--- src/rtl/sumador_pc.sv ---
// sumador_pc: PC incrementer, ripple-carry a_i + INC with registered copy.
// Define SUMADORPC_CARRY_EN to expose the combinational carry_o port.
module sumador_pc #(
  parameter int N = 32,
  parameter logic [N-1:0] INC = N'(4),
  parameter logic [N-1:0] RESET_VAL = '0
) (
  input  logic         clk_i,
  input  logic         rst_ni,
  input  logic         en_i,
  input  logic [N-1:0] a_i,
  output logic [N-1:0] sum_o,
  output logic [N-1:0] sum_q_o
`ifdef SUMADORPC_CARRY_EN
  ,
  output logic         carry_o
`endif
);
  logic [N-1:0] c;
  logic [N-1:0] sum_q_d, sum_q_q;
  assign c[0] = 1'b0;
  for (genvar i = 0; i < N; i++) begin : g_fa
    assign sum_o[i] = a_i[i] ^ INC[i] ^ c[i];
    if (i < N - 1) begin : g_c
      assign c[i+1] = (a_i[i] & INC[i]) | (c[i] & (a_i[i] ^ INC[i]));
    end
  end
`ifdef SUMADORPC_CARRY_EN
  assign carry_o = (a_i[N-1] & INC[N-1]) | (c[N-1] & (a_i[N-1] ^ INC[N-1]));
`endif
  always_comb sum_q_d = en_i ? sum_o : sum_q_q;
  always_ff @(posedge clk_i or negedge rst_ni) begin
    if (!rst_ni) sum_q_q <= RESET_VAL;
    else sum_q_q <= sum_q_d;
  end
  assign sum_q_o = sum_q_q;
endmodule

--- config.mk ---
export PLATFORM = sky130hd
export DESIGN_NAME = sumador_pc
export DESIGN_NICKNAME = d
export VERILOG_FILES = /design/src/rtl/sumador_pc.sv
export SDC_FILE = /design/constraint.sdc
export NUM_CORES = 1
export LEC_CHECK = 0
export BUFFER_PORTS_ARGS = -buffer_cell sky130_fd_sc_hd__buf_2
export CORE_AREA = 10 10 63 85
export CTS_BUF_LIST = sky130_fd_sc_hd__clkbuf_4 sky130_fd_sc_hd__clkbuf_8 sky130_fd_sc_hd__clkbuf_16
export DETAILED_ROUTE_END_ITERATION = 8
export DIE_AREA = 0 0 73 95
export PLACE_DENSITY = 0.82
export SLEW_MARGIN = 20
export SYNTH_ARGS = -nofsm -noshare
export SYNTH_HDL_FRONTEND = slang
export SYNTH_SLANG_ARGS = --single-unit
--- constraint.sdc ---
create_clock -name clk_i -period 13.1 [get_ports clk_i]
set_input_delay 0.655 -clock clk_i [delete_from_list [all_inputs] [get_ports clk_i]]
set_output_delay 0.655 -clock clk_i [all_outputs]
set_load 0.02 [all_outputs]
# --- After elaboration in Yosys (flattened, before gate mapping) ---
# Cells that the tools add are included.
totals:
  ff_bits: 32
  in_bits: 35
  out_inout_bits: 64
op_classes:
  n_bitwise: 58
op_table:
  columns: ["cell", "n"]
  rows:
  - ["$xor 1x1->1", 29]
  - ["$and 1x1->1", 28]
  - ["$not 1->1", 1]

# --- Depth between registers and ports, before layout ---
# Gate-level depths: netlist of the first run.
logic_depth:
  word_depth: 29
  depth_mapped: 30
  depth_no_buf: 30

# --- Worst setup path after synthesis of the first run ---
# No wires, ideal clock.
synth_path:
  kind: "input to output"
  startpoint: "in a_i[2]"
  endpoint: "out sum_o[31]"
  t_arrival_ns: 5.860
  t_required_ns: 12.445
  slack_ns: 6.585
  stages: 29
  path_cell_list: "ha_1 ha_1 ha_1 ha_1 ha_1 ha_1 ha_1 ha_1 ha_1 ha_1 ha_1 ha_1 ha_1 ha_1 ha_1 ha_1 ha_1 ha_1 ha_1 ha_1 ha_1 ha_1 ha_1 ha_1 ha_1 ha_1 ha_1 ha_1 xor2_1"
synth_between:
  elab_chain_cells: 29
synth_lines:
  columns: ["item", "line", "text"]
  rows:
  - ["from (decl)", "11", "input logic [N-1:0] a_i,"]
  - ["$and 1x1->1 (28 in a row)", "25", "assign c[i+1] = (a_i[i] & INC[i]) | (c[i] & (a_i[i] ^ INC[i]));"]
  - ["$xor 1x1->1", "23", "assign sum_o[i] = a_i[i] ^ INC[i] ^ c[i];"]
  - ["to (decl)", "12", "output logic [N-1:0] sum_o,"]
# Every way passes these cells.

# --- Worst setup path after layout of the first run ---
# Ends and elaborated chain as after synthesis.

==> impl_metrics.json, run 1 <==
{
  "status": "finished clean",
  "power.density_nw_per_um2": 114,
  "routed_wl_mm": 4.35,
  "drt-initial-drc-count": 18,
  "ys_seq_area_frac": 0.465,
  "nets": 262,
  "cts_made_buffers": 5,
  "fillers": 343,
  "syn-cell-area_um2": 1720,
  "reg2regPathDepth": 1,
  "vias": 1159,
  "synth_cell_type_count": 9,
  "start_util": 0.447,
  "grt.overflow.total": 0,
  "placed_cell_area_um2": 2180,
  "detail-route-antenna-nets": 0,
  "tightest_slew_ns": 1.02,
  "holdBufCountCts": 0,
  "area_delta_synth_final_pct": 31.3,
  "largest_register_ffs": 32,
  "power_leakage_nw": 1.32,
  "cts.clk_slew.worst_paths_ns": 0.06,
  "hpwl_mm": 3.53,
  "synth-adder-area-share": 0.203,
  "critPathBufInv": 2,
  "final_common_cell": "buf_2",
  "die_width_um": 73,
  "grt_max_degree": 33,
  "vdd.ir_drop.worst_mv": 0.0754,
  "cts_resized": 0,
  "synth_area_leader_cell": "dfrtp_1",
  "remaining_drc_errors": 0,
  "cts_root_buf": "clkbuf_8",
  "grtUsageTotal": 0.127,
  "synth_top_family_by_area": "multiplexers",
  "yosysTopAreaCellShare": 0.465,
  "hold_class": "primary input to asynchronous set/reset pin",
  "critical_path_arrival_ns": 6.28,
  "io_buffer_count": 98,
  "end_kind": "output port",
  "drt-pass1-iter-count": 4,
  "yosys.area_share.simple": 0,
  "design_area_um2": 2260,
  "cp_num_cells": 31,
  "regToRegEndpoint": "sum_q_o[29]",
  "cts_tree": "built",
  "worstSetupPathType": "primary input to output port",
  "cp.required_ns": 12.44,
  "antenna_found_initial": 0,
  "layout_min_cycle_time_ns": 6.94,
  "post_cts_buffers": 0,
  "syn_nets": 163,
  "slowest_delay_ns": 0.20,
  "crit_fanout": 2,
  "slew_headroom": 0.323,
  "fin_worst_skew_ns": 0,
  "crit_start": "a_i[2]",
  "syn_inst": 100,
  "cts_buffer_depth": 2,
  "finalMaxSlewViolations": 0,
  "synth_mux_area_frac": 0.275,
  "grt_pass1_vias": 1386,
  "die_area_um2": 6940,
  "synth_seq_cells": 32,
  "synth_area_leaders": "dfrtp_1 46%, mux2_4 26%, ha_1 20%",
  "clock_latency_ns": 0.28,
  "finalCritPeriodShare": 0.529,
  "setup_ws_ns": 6.16,
  "hold_viol_final": 0,
  "synth-xor-area-share": 0.00508,
  "syn_avg_cell_area_um2": 17.2,
  "setup_tns_ns": 0,
  "rsz0062_at_grt": "no",
  "cts.sinks": 32,
  "grt_pass1_wl_mm": 6.79,
  "drive_above_1_share": 0.688,
  "path_common_cell": "ha_1",
  "row_count": 27,
  "dp_slack_ns": 6.13,
  "antenna_cells": 0,
  "viasPerCell": 4.79,
  "fin_util": 0.587,
  "r2r-start": "sum_q_o[29]",
  "crit_path_start_kind": "primary input",
  "max_freq_ghz": 0.144,
  "yosysWarnings": 0,
  "drt-wirelength-per-cell_um": 18.0,
  "core_um2": 3850,
  "critical_path.top_delay_family": "adder cells",
  "die_h_um": 95,
  "io_pins": 99,
  "drv_cap": 0,
  "setup-violations-final": 0,
  "mostFrequentLayoutCells": "98 x buf_2, 32 x dfrtp_1, 30 x mux2_4",
  "ff2ff_setup_slack_ns": 12.33,
  "place_congestion": 0.769,
  "slowest_stage": "ha_1",
  "p_total_w": 0.000258,
  "ctsHtreeMaxLevel": 2,
  "synth-compound-area-share": 0
}
logic make-up after synthesis:
family	count (synthesis)
fa+ha+maj	28
xor+xnor	1
buf+inv	7
mux	32
flops	32
per-stage QoR:
stage,hold slack (ns),cells
after CTS,0.448,242
after detailed placement,0.486,235
after floorplan,0.359,100
after global placement,0.488,235
final,0.422,242
after global routing,0.476,242
cells in the mapped netlist (all sizes together):
cell type / number
dfrtp: 32
buf: 6
mux2: 32
xor2: 1
ha: 28
inv: 1
metal layers:
layer,vias up,GRT usage,share of wire
li1,553,-,-
met3,6,0.0535,0.085
met1,557,0.112,0.32
met4,0,0.0635,0.013
met5,-,0,0
met2,43,0.236,0.58
where the power goes:
| group | internal, W | leakage [nW] | switching, W |
|---|---|---|---|
| logic | 0.0000319 | 0.903 | 0.0000401 |
| registers | 0.000109 | 0.374 | 0.00000533 |
| clock network | 0.0000381 | 0.0445 | 0.0000330 |
| total | 0.000179 | 1.32 | 0.0000784 |
how the worst max path moves through the flow:
stage,endpoint,slack (ns)
after global placement,sum_o[31],6.22
after floorplan,sum_o[31],6.59
after detailed placement,sum_o[31],6.13
final,sum_o[31],6.16
after CTS,sum_o[31],6.09
after global routing,sum_o[31],5.82
layout make-up:
cell class | instances | area, um^2 | share of cell area
Timing Repair Buffer | 98 | 490 | 0.217
Tap cell | 43 | 53.8 | 0.0238
Inverter | 1 | 3.75 | 0.00166
Clock buffer | 6 | 76.3 | 0.0337
Sequential cell | 32 | 801 | 0.354
Clock inverter | 1 | 5.00 | 0.00221
Multi-Input combinational cell | 61 | 832 | 0.368
No activity file was read; power rests on OpenSTA's default activity.
==> run 2, diff against run 1 <==
CORE_AREA = 10 10 68 92   (was 10 10 63 85)
DIE_AREA = 0 0 78 102   (was 0 0 73 95)
PLACE_DENSITY = 0.73   (was 0.82)
clock period = 6.2 ns   (was 13.1 ns; I/O delays follow)
==> impl_metrics.json, run 2 (same netlist as run 1, synthesis figures left out) <==
{
  "hold_viol_final": 0,
  "io_buffer_count": 98,
  "antenna_cells": 0,
  "post_cts_buffers": 0,
  "design_area_um2": 2350,
  "mostFrequentLayoutCells": "96 x buf_2, 32 x dfrtp_1, 30 x mux2_4",
  "placed_cells": 254,
  "max_freq_ghz": 0.168,
  "crit_fanout": 2,
  "crit_path_start_kind": "primary input",
  "reg2regPathDepth": 1,
  "tightest_slew_ns": 1.04,
  "drt-wirelength-per-cell_um": 16.5,
  "ctsHtreeMaxLevel": 2,
  "io_pins": 99,
  "clock_latency_ns": 0.28,
  "drv_cap": 0,
  "layout_min_cycle_time_ns": 5.96,
  "end_kind": "output port",
  "area_delta_synth_final_pct": 36.3,
  "fin_cells": 262,
  "cts.clk_slew.worst_paths_ns": 0.07,
  "finalCritPeriodShare": 0.962,
  "die_width_um": 78,
  "grt_max_degree": 33,
  "start_util": 0.380,
  "pwr-share-comb": 0.270,
  "hpwl_mm": 3.48,
  "cp.required_ns": 5.89,
  "power.density_nw_per_um2": 242,
  "grt_pass1_wl_mm": 6.81,
  "critical_path_arrival_ns": 5.65,
  "viasPerCell": 4.47,
  "place_congestion": 0.732,
  "drt-initial-drc-count": 14,
  "worstSetupPathType": "primary input to output port",
  "cts_tree": "built",
  "p_seq_frac": 0.427,
  "row_count": 29,
  "path_common_cell": "ha_1",
  "grt_pass1_vias": 1414,
  "detail-route-antenna-nets": 0,
  "vias": 1171,
  "p_clk_frac": 0.303,
  "ff2ff_setup_slack_ns": 5.43,
  "cts.sinks": 32,
  "fin_worst_skew_ns": 0,
  "status": "finished clean",
  "holdBufCountCts": 0,
  "p_int_w": 0.000399,
  "slowest_stage": "ha_2",
  "setup_tns_ns": 0,
  "cts_root_buf": "clkbuf_8",
  "final_common_cell": "buf_2",
  "grtUsageTotal": 0.107,
  "drt-pass1-iter-count": 4,
  "die_area_um2": 7960,
  "drive_above_1_share": 0.755,
  "die_h_um": 102,
  "dp_slack_ns": -0.0680,
  "finalMaxSlewViolations": 0,
  "hold_ws_ns": 0.0820,
  "setup-violations-final": 0,
  "routed_wl_mm": 4.33,
  "antenna_found_initial": 0,
  "slew_headroom": 0.308,
  "remaining_drc_errors": 0,
  "regToRegEndpoint": "sum_q_o[3]",
  "grt.overflow.total": 0,
  "cts_buffer_depth": 2,
  "largest_register_ffs": 32,
  "hold_class": "primary input to asynchronous set/reset pin",
  "setup_ws_ns": 0.239,
  "switching_power_w": 0.000169,
  "p_sw_frac": 0.298,
  "placed_cell_area_um2": 2200,
  "nets": 262,
  "core_um2": 4540,
  "cts_made_buffers": 5,
  "r2r-start": "sum_q_o[3]",
  "vdd.ir_drop.worst_mv": 0.111,
  "power_leakage_nw": 1.31,
  "slowest_delay_ns": 0.20
}
[run 2: changes by cell type in the layout (fill, tap and decap cells not counted), sizes merged]
cell and delta:
clkinv -1, clkbuf +2
[run 2: area by class of cell]
cell class	count	area, um^2
inverter	1	3.75
clock buffer	8	97.6
sequential	32	801
tap	62	77.6
multi-input combinational	61	870
timing repair buffer	98	499
fill	413	2190
[run 2: power by group through the flow]
stage | registers, W | clock network (W) | logic (W)
final | 0.000242 | 0.000172 | 0.000153
after global routing | 0.000245 | 0.000192 | 0.000164
after CTS | 0.000242 | 0.000180 | 0.000156
after detailed placement | 0.000246 | 0 | 0.000155
after global placement | 0.000245 | 0 | 0.000153
after floorplan | 0.000274 | 0 | 0.0000746
[run 2: how the worst max path moves through the flow]
stage | start | end | cells after the start
after detailed placement | a_i[2] | sum_o[31] | 31
after global placement | a_i[2] | sum_o[31] | 31
after CTS | a_i[2] | sum_o[31] | 31
after floorplan | a_i[2] | sum_o[31] | 29
after global routing | a_i[2] | sum_o[31] | 31
final | a_i[2] | sum_o[31] | 31
[run 2: repair_timing]
| item | in CTS | in global routing |
|---|---|---|
| gates resized for setup | 4 | 12 |
| endpoints found under the setup margin | 1 | 3 |
| pin swaps | 1 | 2 |
[run 2: metal layers]
| layer | vias up | track usage | part of all wire |
|---|---|---|---|
| met3 | 7 | 0.0439 | 0.076 |
| met4 | 0 | 0.0581 | 0.023 |
| met1 | 563 | 0.100 | 0.35 |
| met5 | - | 0 | 0 |
| met2 | 49 | 0.196 | 0.55 |
| li1 | 552 | - | - |
[run 2: metrics by stage]
stage	total power [W]	util
after floorplan	0.000349	-
after global placement	0.000398	0.486
after detailed placement	0.000401	0.486
after CTS	0.000578	0.510
after global routing	0.000601	0.518
final	0.000568	0.518
[run 2: critical path, delay by kind of cell]
family / cells / cell delay, ns
buf+inv: 2 / 0.25
fa+ha+maj: 28 / 4.93
xor+xnor: 1 / 0.18
